==> src/rtl/snake_tick_scheduler.sv <==
// Movement-rate controller: single-cycle tick enables, speed level from food count, IDLE/RUN/PAUSE/OVER FSM.
// Latency: tick is registered, high the cycle after the counter's terminal count; first tick BASE_PERIOD cycles after start.
// No backpressure: pulse inputs are sampled every cycle; optional blink phase under `SNAKE_TICK_BLINK_EN.
module snake_tick_scheduler #(
    parameter int BASE_PERIOD     = 35000000,
    parameter int STEP            = 4000000,
    parameter int MIN_PERIOD      = 5000000,
    parameter int FOODS_PER_LEVEL = 4,
    parameter int MAX_LEVEL       = 7,
    parameter int BLINK_PERIOD    = 12500000,
    parameter int CNT_W           = 27
) (
    input  logic       clk_ht,
    input  logic       rst,
    input  logic       start,
    input  logic       pause_req,
    input  logic       food,
    input  logic       collide,
    output logic       tick,
    output logic [2:0] level,
    output logic [1:0] state,
    output logic       blink
);

    localparam int FC_W = (FOODS_PER_LEVEL > 1) ? $clog2(FOODS_PER_LEVEL) : 1;

    typedef enum logic [1:0] {
        ST_IDLE  = 2'b00,
        ST_RUN   = 2'b01,
        ST_PAUSE = 2'b10,
        ST_OVER  = 2'b11
    } state_t;

    // Elaboration-time sanity check of the configuration.
    if (FOODS_PER_LEVEL < 1 || MAX_LEVEL > 7 || MAX_LEVEL < 0 || BLINK_PERIOD < 1 ||
        MIN_PERIOD < 1 || BASE_PERIOD < MIN_PERIOD || BASE_PERIOD >= (2 ** CNT_W)) begin : g_param_check
        $error("snake_tick_scheduler: illegal parameter combination");
    end

    state_t           state_q, state_d;
    logic [CNT_W-1:0] cnt_q, cnt_d;
    logic [CNT_W-1:0] per_q, per_d;
    logic [2:0]       lvl_q, lvl_d;
    logic [FC_W-1:0]  fc_q, fc_d;
    logic             tick_q, tick_d;
    logic             terminal;

    // Tick spacing for a level: BASE - L*STEP, clamped to MIN without ever going below zero.
    function automatic logic [CNT_W-1:0] period_of(input logic [2:0] lvl);
        logic [31:0] red;
        red = 32'(lvl) * 32'(STEP);
        if (red >= 32'(BASE_PERIOD - MIN_PERIOD))
            period_of = CNT_W'(MIN_PERIOD);
        else
            period_of = CNT_W'(32'(BASE_PERIOD) - red);
    endfunction

    assign terminal = (cnt_q == per_q - CNT_W'(1));

    // Next-state logic: game FSM, movement counter, period reload and level progression.
    always_comb begin
        state_d = state_q;
        cnt_d   = cnt_q;
        per_d   = per_q;
        lvl_d   = lvl_q;
        fc_d    = fc_q;
        tick_d  = 1'b0;
        case (state_q)
            ST_IDLE, ST_OVER: begin
                // start wins over a simultaneous pause_req; everything else is ignored
                if (start) begin
                    state_d = ST_RUN;
                    cnt_d   = '0;
                    lvl_d   = '0;
                    fc_d    = '0;
                    per_d   = CNT_W'(BASE_PERIOD);
                end
            end
            ST_RUN: begin
                if (collide) begin
                    // counter held, pending tick dropped
                    state_d = ST_OVER;
                end else if (pause_req) begin
                    // counter held, a pending terminal count fires after resume
                    state_d = ST_PAUSE;
                end else begin
                    if (terminal) begin
                        cnt_d  = '0;
                        tick_d = 1'b1;
                        per_d  = period_of(lvl_q);
                    end else begin
                        cnt_d = cnt_q + CNT_W'(1);
                    end
                    if (food) begin
                        if (fc_q == FC_W'(FOODS_PER_LEVEL - 1)) begin
                            fc_d = '0;
                            if (lvl_q < 3'(MAX_LEVEL))
                                lvl_d = lvl_q + 3'd1;
                        end else begin
                            fc_d = fc_q + FC_W'(1);
                        end
                    end
                end
            end
            ST_PAUSE: begin
                if (pause_req)
                    state_d = ST_RUN;
            end
            default: state_d = ST_IDLE;
        endcase
    end

    // State registers with synchronous reset.
    always_ff @(posedge clk_ht) begin
        if (rst) begin
            state_q <= ST_IDLE;
            cnt_q   <= '0;
            per_q   <= CNT_W'(BASE_PERIOD);
            lvl_q   <= '0;
            fc_q    <= '0;
            tick_q  <= 1'b0;
        end else begin
            state_q <= state_d;
            cnt_q   <= cnt_d;
            per_q   <= per_d;
            lvl_q   <= lvl_d;
            fc_q    <= fc_d;
            tick_q  <= tick_d;
        end
    end

    assign tick  = tick_q;
    assign level = lvl_q;
    assign state = state_q;

`ifdef SNAKE_TICK_BLINK_EN
    localparam int BC_W = (BLINK_PERIOD > 1) ? $clog2(BLINK_PERIOD) : 1;

    logic [BC_W-1:0] bcnt_q, bcnt_d;
    logic            blink_q, blink_d;
    logic            blink_stay;

    // Blink runs only while remaining in PAUSE/OVER; entry or exit restarts the phase at 0.
    assign blink_stay = (state_q == ST_PAUSE || state_q == ST_OVER) && (state_d == state_q);

    // Blink divider: toggle every BLINK_PERIOD cycles spent in the state.
    always_comb begin
        bcnt_d  = '0;
        blink_d = 1'b0;
        if (blink_stay) begin
            if (bcnt_q == BC_W'(BLINK_PERIOD - 1)) begin
                bcnt_d  = '0;
                blink_d = ~blink_q;
            end else begin
                bcnt_d  = bcnt_q + BC_W'(1);
                blink_d = blink_q;
            end
        end
    end

    // Blink registers with synchronous reset.
    always_ff @(posedge clk_ht) begin
        if (rst) begin
            bcnt_q  <= '0;
            blink_q <= 1'b0;
        end else begin
            bcnt_q  <= bcnt_d;
            blink_q <= blink_d;
        end
    end

    assign blink = blink_q;
`else
    assign blink = 1'b0;
`endif

endmodule

==> config.mk <==
export PLATFORM = sky130hd
export DESIGN_NAME = snake_tick_scheduler
export DESIGN_NICKNAME = d
export VERILOG_FILES = /design/src/rtl/snake_tick_scheduler.sv
export SDC_FILE = /design/constraint.sdc
export NUM_CORES = 1
export LEC_CHECK = 0
export ABC_AREA = 1
export CORE_UTILIZATION = 40
export CTS_CLUSTER_DIAMETER = 150
export DETAILED_ROUTE_END_ITERATION = 10
export PLACE_DENSITY_LB_ADDON = 0.05
export SLEW_MARGIN = 20
export SYNTH_ARGS = -nofsm -noshare
export SYNTH_HDL_FRONTEND = slang
export SYNTH_SLANG_ARGS = --single-unit
==> constraint.sdc <==
create_clock -name clk_ht -period 7.95 [get_ports clk_ht]
set_input_delay 1.59 -clock clk_ht [delete_from_list [all_inputs] [get_ports clk_ht]]
set_output_delay 1.59 -clock clk_ht [all_outputs]
set_load 0.05 [all_outputs]
**After elaboration in Yosys (flattened, before gate mapping)**

Index checks and enable logic that the tools add are counted.

- Register bits: 62
- Input port bits: 6
- Logic and storage cells: 68

- Add/subtract/negate cells: 5
- Multipliers: 1
- Magnitude comparators: 2
- Eq/ne operators: 14
- Multiplexer cells: 30
- Bitwise gates (word level): 1
- Reduce and logical (&&, ||, !) cells: 9

Operators by type and width:

| operator | number |
|---|---|
| $mux W27 | 9 |
| $pmux W27 S2 | 2 |
| $add A27 B1 Y27 const B | 1 |
| $eq A27 B27 Y1 | 1 |
| $sub A26 B25 Y27 const A | 1 |
| $sub A27 B1 Y27 const B | 1 |
| $ge A25 B25 Y1 const B | 1 |
| $mux W2 | 9 |
| $mux W3 | 6 |
| $mul A3 B14 Y17 const B | 1 |
| $ne A2 B2 Y1 const B | 8 |
| $reduce_and A5 Y1 | 2 |
| $reduce_and A7 Y1 | 1 |
| $eq A2 B2 Y1 const B | 3 |
| $pmux W2 S3 | 1 |
| $pmux W3 S2 | 1 |
| $pmux W2 S2 | 1 |
| $reduce_and A4 Y1 | 1 |
| $reduce_or A4 Y1 | 1 |
| $add A3 B1 Y3 const B | 1 |
| $lt A3 B3 Y1 const B | 1 |
| $ne A3 B3 Y1 const B | 1 |
| $reduce_and A3 Y1 | 1 |
| $add A2 B1 Y2 const B | 1 |
| other kinds (6) | 6 |

**Longest topological paths before layout**

Gate-level depths: netlist of run 1.

- Word-level depth: 7
- Mapped depth: 15
- Gate-level depth less buffers: 15

**Worst setup path after synthesis of run 1**

Ideal clock, no wire load.

- Kind: register to register
- Start point: reg lvl_q[0] (netlist: level[0])
- End point: reg per_q[11]
- Setup time: 0.133 ns
- Data arrival time: 3.301 ns
- Setup slack: 4.516 ns
- Cell stages (with the launch flop): 14
- Path buffers: 1
- Period minus slack after synthesis: 3.434 ns
- Cells stage by stage: dfxtp_1 clkinv_1 fa_1 inv_1 ha_1 a21oi_1 nand3b_1 nand2_1 a21oi_2 nand3_1 buf_2 nand3_1 nand2_1 nand3_1

- Word-level cells in the longest chain between the ends: 7

Ends and longest elaborated chain:

| item | line | text |
|---|---|---|
| start, declared | 43 | `logic [2:0] lvl_q, lvl_d;` |
| start signal, assigned | 126 | `lvl_q <= lvl_d;` |
| $mul A3 B14 Y17 (*) | 51 | `red = 32'(lvl) * 32'(STEP);` |
| $sub A26 B25 Y27 or $ge A25 B25 Y1 (tied branches) | 55, 52 |  |
| $mux W27 (*) | 52 | `if (red >= 32'(BASE_PERIOD - MIN_PERIOD))` |
| $mux W27 (*) | 87 | `if (terminal) begin` |
| $mux W27 (*) | 83 | `end else if (pause_req) begin` |
| $mux W27 (*) | 80 | `if (collide) begin` |
| $pmux W27 S2 (*) | 68 | `case (state_q)` |
| end signal, assigned | 118 | `per_q <= CNT_W'(BASE_PERIOD);` |
| end signal, assigned | 125 | `per_q <= per_d;` |
| end, declared | 42 | `logic [CNT_W-1:0] per_q, per_d;` |

Mark *: on every way between the ends. The rest lies on a longest branch, timed or not. The select of a mux whose other input is x is not followed.
A chain may end at the register's enable or synchronous reset.

**Worst setup path in the final report of run 1**

- Start point: reg lvl_q[0] (netlist: level[0])
- End point: reg per_q[12]

Same word-level chain as after synthesis.

==> results_dict.tcl, run 1 <==
set metrics [dict create \
    htree_num_levels 2 \
    place_congestion 0.8858 \
    max_stage_delay_ns 0.72 \
    worst_ep_arrival_time_ns 3.69 \
    cts_tree "done" \
    die_x_um 97.95 \
    finalHoldViolCount 0 \
    ioPinCount 13 \
    final_cell_area_um2 3958 \
    hold_buffers 0 \
    drv_cap 0 \
    numPortBuffers 11 \
    yosysMostFrequentCell "nand2_1" \
    clkLatencyLatePin_ns 0.32 \
    drt_first_pass_iters 4 \
    die-area_um2 9593 \
    final_antenna_net_count 0 \
    die_h_um 97.95 \
    finClkSkew_ns 0.01532 \
    outcome "finished clean" \
    cts_setup_buffers 0 \
    power.density_nw_per_um2 183.3 \
    crit_type "reg -> reg" \
    viasPerCell 4.896 \
    end_kind "flop" \
    clkSinkCount 54 \
    ir_drop_mv 0.1141 \
    fmax_ghz 0.2858 \
    syn_area_um2 3682 \
    clk_pin_slew_ns 0.12 \
    tightest_slew_ns 0.6892 \
    layout-drive-gt1-share_pct 8.262 \
    ff_latch_area_um2 1081 \
    required_ns 8.14 \
    wire_per_inst_um 13.55 \
    post_cts_resized 0 \
    yosysWarnings 0 \
    synth.area.top_cells "dfxtp_1 (29%), nand2_1 (17%), nor2_1 (7.5%)" \
    drc_errors 0 \
    synth.distinct_cells 36 \
    cts_root_buffer "clkbuf_8" \
    drtIter0Drc 107 \
    overflow 0 \
    dp_hpwl_um 7297 \
    syn_avg_cell_area_um2 6.438 \
    grt_pass1_vias 3189 \
    numCtsBuffers 5 \
    period_share_pct 44.01 \
    syn_inst 572 \
    synthFlopType "dfxtp_1" \
    antenna_cells 0 \
    grt_max_degree 32 \
    yosys.area.top_type "dfxtp_1" \
    setup_violations 0 \
    synth_top_area_share_pct 29.36 \
    period_minus_slack_ns 3.499 \
    cts.path.max_buffers 2 \
    start_util_pct 41.82 \
    grt_usage_pct 20.29 \
    multiInputGateArea_um2 2201 \
    fin_setup_tns_ns 0 \
    fin_nets 609 \
    syn-num-nets 601 \
    routed-via-count 3373 \
    grt_setup_unrepaired "false" \
    crit_chain "clkinv_1 -> fa_1 -> inv_1 -> ha_1 -> a21oi_1 -> nand2_1 -> nand2_1 -> nand2_1 -> a21oi_2 -> nand3_1 -> nand3_1 -> o21ai_1" \
    fp-row-count 34 \
    place_area_um2 3865 \
    grt_pass1_wl_um 15530 \
    layout-area-overhead-vs-synth_pct 7.475 \
    slowest_stage "fa_1" \
    crit_fanout 13 \
    worst_setup_path_start_kind "flop" \
    fp.coreArea_um2 8806 \
    place_ws_ns 4.320 \
    crit_top_cell "nand2_1" \
    fin_ws_ns 4.451 \
    leakagePower_nw 1.735 \
    seq_area_frac_synth_pct 29.36 \
    async_reset_ff_share_pct 0 \
    ys_ff_latch 54 \
    num-fill-cells 931 \
    grt_antenna_before_repair 0 \
    slew_violations 0 \
    synth_common_cells "nand2_1 (162), nor2_1 (74), inv_1 (72), dfxtp_1 (54), nand3_1 (42)" \
    synth_enable_flop_cells 0 \
    hp-class "reg -> reg" \
    slew_headroom_pct 53.89 \
    totalWireLength_um 9338 \
]
[layout by cell type, fill, tap and decap left out, types with 2 or more instances in the layout]
master | Yosys | layout
o21ai_1 | 12 | 12
nand2_4 | 2 | 2
or2_2 | 2 | 2
nor2_4 | 3 | 3
clkbuf_8 | 0 | 5
nor2_1 | 74 | 74
inv_2 | 17 | 17
xnor2_1 | 2 | 2
nand3_1 | 42 | 42
a21oi_2 | 3 | 3
a21oi_1 | 14 | 14
inv_1 | 72 | 72
o21ai_0 | 13 | 13
nor3_1 | 12 | 12
xor2_1 | 14 | 14
nand2_2 | 4 | 4
nor3_2 | 2 | 2
dfxtp_1 | 54 | 54
ha_1 | 20 | 20
nand4_1 | 16 | 16
nand2_1 | 162 | 162
fa_1 | 3 | 3
clkdlybuf4s50_1 | 0 | 11
nand3_2 | 2 | 2
a21boi_0 | 2 | 2
nor2_2 | 2 | 2
nand3b_1 | 6 | 6
clkinvlp_4 | 0 | 2
[registers in the layout, indices dropped and copies added, names as in the netlist]
name	flops
per_q	19
state	2
cnt_q	27
tick	1
level	3
fc_q	2
[worst max-delay path, delay by kind of cell (launching register included)]
family	cells	cell delay (ns)
fa+ha+maj	2	1.07
simple gates	5	0.78
buf+inv	2	0.53
flops	1	0.52
compound gates	3	0.45
[where the power goes]
group / switching [W] / internal (W)
Sequential: 0.0000216 / 0.000288
Clock: 0.000101 / 0.0000633
Combinational: 0.000168 / 0.0000842
Total: 0.000290 / 0.000435
[cell families (layout without fill, tap and decap cells)]
kind of cell | after synthesis | after routing | share of synthesized area, %
xor gates and xnor gates | 16 | 16 | 3.806
AOI/OAI and AO/OA | 47 | 47 | 7.102
adders and majority gates | 23 | 23 | 8.427
and+or+nand+nor | 331 | 331 | 40.33
buffers and inverters | 100 | 109 | 10.87
other | 1 | 1 | 0.1018
DFF | 54 | 54 | 29.36
[metrics by stage]
stage	utilization (%)	std cells	power, W	hold WS, ns
2_1_floorplan	-	572	0.0005120	0.4420
3_3_place_gp	43.89	681	0.0005669	0.4565
3_5_place_dp	43.89	681	0.0005671	0.4607
4_1_cts	44.94	689	0.0007310	0.4780
5_1_grt	44.94	689	0.0007801	0.5016
6_report	44.94	689	0.0007256	0.4735
[area by class of cell]
type / instances / area share [%]
tap: 108 / 3.414
inverter: 90 / 8.536
clock inverter: 3 / 0.6007
sequential: 54 / 27.32
multi-input combinational: 418 / 55.61
clock buffer: 5 / 1.739
timing repair buffer: 11 / 2.782
[final timing paths]
kind | slack (ns) | from | depth (start not counted) | to
min | 0.47 | fc_q[1] | 2 | fc_q[1]
max reg2reg | 4.45 | level[0] | 12 | per_q[12]
max | 4.45 | level[0] | 12 | per_q[12]
min reg2reg | 0.47 | fc_q[1] | 2 | fc_q[1]
[per-layer routing]
metal / wire length, um / part of all wire, % / global-route usage [%] / up-vias
met4: 182 / 1.9 / 5.828 / 0
met2: 4289 / 46 / 34.72 / 38
met3: 167 / 1.8 / 2.649 / 15
met1: 4699 / 50 / 26.65 / 1510
li1: - / - / - / 1810
met5: 0 / 0 / 0 / -
Note: power is estimated with default switching activity, not from simulation.
==> inputs of run 2 (changes only) <==
- clock period: 7.95 -> 3.6 ns (I/O delays scaled with it)
==> run 2 against run 1 <==
Effect of this change:
- worst setup slack got worse by 4.0 ns
- critical endpoint is now per_q[21]
- global-route usage rose by 0.61 points
- largest power group unchanged
- core utilization rose by 0.63 points
- total power rose by 130%
- sequential power rose by 120%
- clock power rose to 2.6 times the previous value
- worst hold slack barely moved
- via count fell by 0.42%
==> results_dict.tcl, run 2 (synthesized netlist as in run 1, its figures left out) <==
set metrics [dict create \
    final_util_pct 45.57 \
    hp-class "reg -> reg" \
    die_x_um 97.95 \
    place_congestion 0.9216 \
    largest_register "cnt_q" \
    power_w 0.001672 \
    leakagePower_nw 1.770 \
    die-area_um2 9593 \
    p_comb_share_pct 34.4 \
    outcome "finished clean" \
    grt_pass1_wl_um 15780 \
    drt_first_pass_iters 4 \
    final_common_cell "nand2_1" \
    numCtsBuffers 5 \
    clkLatencyLatePin_ns 0.31 \
    layout-area-overhead-vs-synth_pct 8.970 \
    slowest_stage "fa_1" \
    max_stage_delay_ns 0.58 \
    power.density_nw_per_um2 416.8 \
    grt_usage_pct 20.90 \
    required_ns 3.79 \
    timing.rr.end "per_q[21]" \
    place_area_um2 3902 \
    start_util_pct 41.82 \
    period_share_pct 88.62 \
    final_antenna_net_count 0 \
    largest_reg_flops 27 \
    switchingPower_w 0.0006356 \
    viasPerCell 4.840 \
    ir_drop_mv 0.2208 \
    swShare_pct 38.00 \
    dp_hpwl_um 7364 \
    crit_type "reg -> reg" \
    wire_per_inst_um 13.60 \
    cts_tree "done" \
    cts_root_buffer "clkbuf_8" \
    seqPwrFrac_pct 40.3 \
    post_cts_resized 0 \
    num-fill-cells 970 \
    crit_fanout 12 \
    crit_chain "inv_1 -> fa_1 -> inv_1 -> ha_1 -> a21oi_1 -> nand2_1 -> nand2_1 -> nand2_1 -> a21oi_2 -> nand3_1 -> nand3_1 -> o21ai_1" \
    htree_num_levels 2 \
    rr_worst_depth 12 \
    final_cell_area_um2 4013 \
    grt_setup_unrepaired "false" \
    top_usage_layer "met2" \
    layout-drive-gt1-share_pct 8.874 \
    clkSinkCount 54 \
    setup_violations 0 \
    r2r_start "level[2]" \
    grt_antenna_before_repair 0 \
    crit_top_cell "nand2_1" \
    slew_violations 0 \
    use_met1_pct 27.24 \
    worst_setup_path_start_kind "flop" \
    fmax_ghz 0.3134 \
    cts.path.max_buffers 2 \
    grt_pass1_vias 3276 \
    drv_cap 0 \
    routed-via-count 3359 \
    worst_ep_arrival_time_ns 3.38 \
    slew_headroom_pct 56.17 \
    fin_ws_ns 0.4097 \
    fp.coreArea_um2 8806 \
    fin_nets 614 \
    drtIter0Drc 135 \
    period_minus_slack_ns 3.190 \
    grt_use_met2_pct 35.21 \
    worstSetupEndpoint "per_q[21]" \
    fin_setup_tns_ns 0 \
    hold_buffers 0 \
    antenna_cells 0 \
    grt_max_degree 32 \
    clkPwrFrac_pct 25.3 \
    overflow 0 \
    die_h_um 97.95 \
    internal_power_w 0.001037 \
    end_kind "flop" \
    crit_path_start "level[2]" \
    finClkSkew_ns 0.008040 \
    cts_setup_buffers 0 \
    ioPinCount 13 \
    reg2reg_slack_ns 0.41 \
    mostFrequentLayoutCells "nand2_1 (162), nor2_1 (74), inv_1 (72)" \
    place_ws_ns 0.4201 \
    numPortBuffers 11 \
    drc_errors 0 \
    tightest_slew_ns 0.6552 \
    gr-usage-met3_pct 2.935 \
    finalHoldViolCount 0 \
    totalWireLength_um 9437 \
    fp-row-count 34 \
    clk_pin_slew_ns 0.10 \
]
## run 2: stage by stage
| stage | hold slack (ns) | std cells |
|---|---|---|
| floorplan | 0.4420 | 572 |
| global placement | 0.4571 | 686 |
| detailed placement | 0.4617 | 686 |
| CTS | 0.4776 | 694 |
| global route | 0.5093 | 694 |
| finish | 0.4739 | 694 |
## run 2: layout make-up
class                      instances  area, um2  area share [%]
inverter                          90      337.8           8.419
timing repair buffer              16      147.6           3.679
tap                              108      135.1           3.368
clock inverter                     2      37.54          0.9355
sequential                        54       1081           26.94
multi-input combinational        418       2201           54.85
clock buffer                       6      72.57           1.809
## run 2: worst max-delay path: cells and delay by family (launching register included)
| family | cells | cell delay [ns] |
|---|---|---|
| simple gates | 5 | 0.82 |
| fa+ha+maj | 2 | 0.93 |
| buf+inv | 2 | 0.32 |
| flops | 1 | 0.55 |
| compound gates | 3 | 0.46 |
## run 2: how the worst min path moves through the flow
stage          cells past startpoint  slack [ns]         to  startpoint
2_1_floorplan                      2        0.44  per_q[11]   per_q[11]
3_3_place_gp                       2        0.46    fc_q[1]     fc_q[1]
3_5_place_dp                       2        0.46    fc_q[1]     fc_q[1]
4_1_cts                            2        0.48    fc_q[1]     fc_q[1]
5_1_grt                            2        0.51    fc_q[1]     fc_q[1]
6_report                           2        0.47    fc_q[1]     fc_q[1]
## run 2: metal layers
metal	vias to the layer above	wire (um)	part of all wire [%]
met5	-	0	0
met4	0	237	2.5
met3	17	232	2.5
met2	47	4292	45
met1	1482	4675	50
li1	1813	-	-
## run 2: power groups by stage
stage / combinational [W] / sequential (W) / clock (W)
after floorplan: 0.000417 / 0.000714 / 0
after global placement: 0.000578 / 0.000685 / 0
after detailed placement: 0.000579 / 0.000687 / 0
after CTS: 0.000582 / 0.000673 / 0.000432
after global routing: 0.000652 / 0.000679 / 0.000456
final: 0.000575 / 0.000674 / 0.000423
==> inputs of run 3 (changes only) <==
- ABC_AREA: 1 -> 0
- SLEW_MARGIN: 20 -> 25
==> run 3 against run 2 <==
Effect of this change:
- non-clock buffer count up 1
- synthesized cell count down 31%
- maximum frequency up 5.7%
- clock skew up 0.0012 ns
- via count down 18%
- highest routed layer unchanged
==> results_dict.tcl, run 3 <==
set metrics [dict create \
    seq_area_frac_synth_pct 32.37 \
    required_ns 3.85 \
    htree_num_levels 2 \
    final_cell_area_um2 3657 \
    drt_first_pass_iters 4 \
    tightest_slew_ns 0.8300 \
    synth_common_cells "dfxtp_1 (54), nor2_1 (47), xnor2_1 (36), nand2_1 (34), a21oi_1 (25)" \
    worst_ep_arrival_time_ns 3.27 \
    dp_hpwl_um 5768 \
    largest_reg_flops 27 \
    drv_cap 0 \
    synth_top_area_share_pct 32.37 \
    yosysWarnings 0 \
    slew_headroom_pct 44.62 \
    synth.distinct_cells 53 \
    yosys.area.top_type "dfxtp_1" \
    fp.coreArea_um2 7888 \
    routed-via-count 2740 \
    period_minus_slack_ns 3.018 \
    place_area_um2 3540 \
    max_stage_delay_ns 0.68 \
    ir_drop_mv 0.1796 \
    grt_max_degree 29 \
    clkLatencyLatePin_ns 0.31 \
    ys_ff_latch 54 \
    syn_area_um2 3339 \
    path_buf_inv 2 \
    overflow 0 \
    cts_setup_buffers 0 \
    totalWireLength_um 7790 \
    grt_usage_pct 19.40 \
    crit_type "reg -> reg" \
    wire_per_inst_um 15.27 \
    cts.path.max_buffers 2 \
    r2r_start "level[0]" \
    synth.area.top_cells "dfxtp_1 (32%), xnor2_1 (9.4%), ha_1 (7.5%)" \
    power.density_nw_per_um2 364.7 \
    numPortBuffers 11 \
    fin_setup_tns_ns 0 \
    end_kind "flop" \
    syn_avg_cell_area_um2 8.412 \
    leakagePower_nw 1.265 \
    antenna_cells 0 \
    fp-row-count 32 \
    critPathTopFamily "adder cells" \
    final_util_pct 46.37 \
    cts_root_buffer "clkbuf_8" \
    outcome "finished clean" \
    slew_violations 0 \
    crit_fanout 8 \
    synth_enable_flop_cells 0 \
    slowest_stage "fa_1" \
    worst_setup_path_start_kind "flop" \
    yosysMostFrequentCell "dfxtp_1" \
    fmax_ghz 0.3313 \
    syn-num-nets 426 \
    ioPinCount 13 \
    finClkSkew_ns 0.009250 \
    drtIter0Drc 111 \
    viasPerCell 5.373 \
    clk_pin_slew_ns 0.11 \
    hp-start "per_q[13]" \
    place_congestion 0.7647 \
    numCtsBuffers 5 \
    die_h_um 93.37 \
    layout-area-overhead-vs-synth_pct 9.517 \
    crit_top_cell "a21oi_1" \
    start_util_pct 42.34 \
    setup_violations 0 \
    hp-class "reg -> reg" \
    grt_setup_unrepaired "false" \
    finalHoldViolCount 0 \
    post_cts_resized 0 \
    synthFlopType "dfxtp_1" \
    grt_antenna_before_repair 0 \
    async_reset_ff_share_pct 0 \
    layout-drive-gt1-share_pct 5.882 \
    grt_pass1_vias 2553 \
    hold_buffers 0 \
    syn_inst 397 \
    multiInputGateArea_um2 2112 \
    mostFrequentLayoutCells "dfxtp_1 (54), nor2_1 (47), xnor2_1 (36)" \
    num-fill-cells 752 \
    cts_tree "done" \
    final_common_cell "dfxtp_1" \
    fin_nets 436 \
    grt_pass1_wl_um 13230 \
    period_share_pct 83.84 \
    die_x_um 93.37 \
    final_antenna_net_count 0 \
    clkSinkCount 54 \
    die-area_um2 8718 \
    ff_latch_area_um2 1081 \
    largest_register "cnt_q" \
    crit_path_start "level[0]" \
    crit_chain "inv_1 -> fa_1 -> inv_1 -> ha_1 -> a21oi_1 -> a21oi_1 -> nor2_1 -> and3_1 -> o2111ai_1 -> a21oi_1" \
    drc_errors 0 \
]
## run 3: where the power goes
| part | switching (W) | total, W | internal (W) |
|---|---|---|---|
| registers | 0.0000174 | 0.000633 | 0.000615 |
| logic | 0.000188 | 0.000266 | 0.0000780 |
| clock network | 0.000223 | 0.000435 | 0.000212 |
## run 3: worst paths after layout
check              endpoint  slack [ns]  cells after the start
setup / recovery  per_q[22]        0.58                     10
hold / removal    per_q[13]        0.48                      2
setup reg to reg  per_q[22]        0.58                     10
hold reg to reg   per_q[13]        0.48                      2
## run 3: routing by layer
| metal | up-vias | wire length [um] | global-route usage, % |
|---|---|---|---|
| met4 | 0 | 90 | 5.256 |
| met2 | 32 | 3558 | 30.94 |
| met3 | 6 | 170 | 2.927 |
| li1 | 1404 | - | - |
| met1 | 1298 | 3971 | 27.14 |
| met5 | - | 0 | 0 |
## run 3: area by class of cell
| cell class | instances | area share, % |
|---|---|---|
| sequential | 54 | 29.56 |
| clock inverter | 3 | 1.334 |
| clock buffer | 5 | 1.882 |
| tap | 102 | 3.490 |
| multi-input combinational | 312 | 57.75 |
| inverter | 17 | 1.745 |
| timing repair buffer | 17 | 4.242 |
## run 3: cells by family after synthesis
logic type / share of synthesized area (%)
other: 0.1123
AOI/OAI and AO/OA: 14.39
DFF: 32.37
buffers and inverters: 4.383
xor gates and xnor gates: 14.42
adders and majority gates: 9.292
muxes: 0.2997
and+or+nand+nor: 24.73
## run 3: tightest hold or removal path: cells and delay by family, from the launching register on
kind            cells  cell delay (ns)
compound gates      1             0.05
flops               1             0.34
simple gates        1             0.06
## run 3: stage by stage
step	setup WS [ns]	instances	power [W]	hold WS, ns
after floorplan	0.09851	397	0.0008635	0.4444
after global placement	0.4549	502	0.0009116	0.4675
after detailed placement	0.3809	502	0.0009123	0.4650
after CTS	0.5495	510	0.001346	0.4799
after global routing	0.3296	510	0.001401	0.4990
final	0.5817	510	0.001334	0.4800
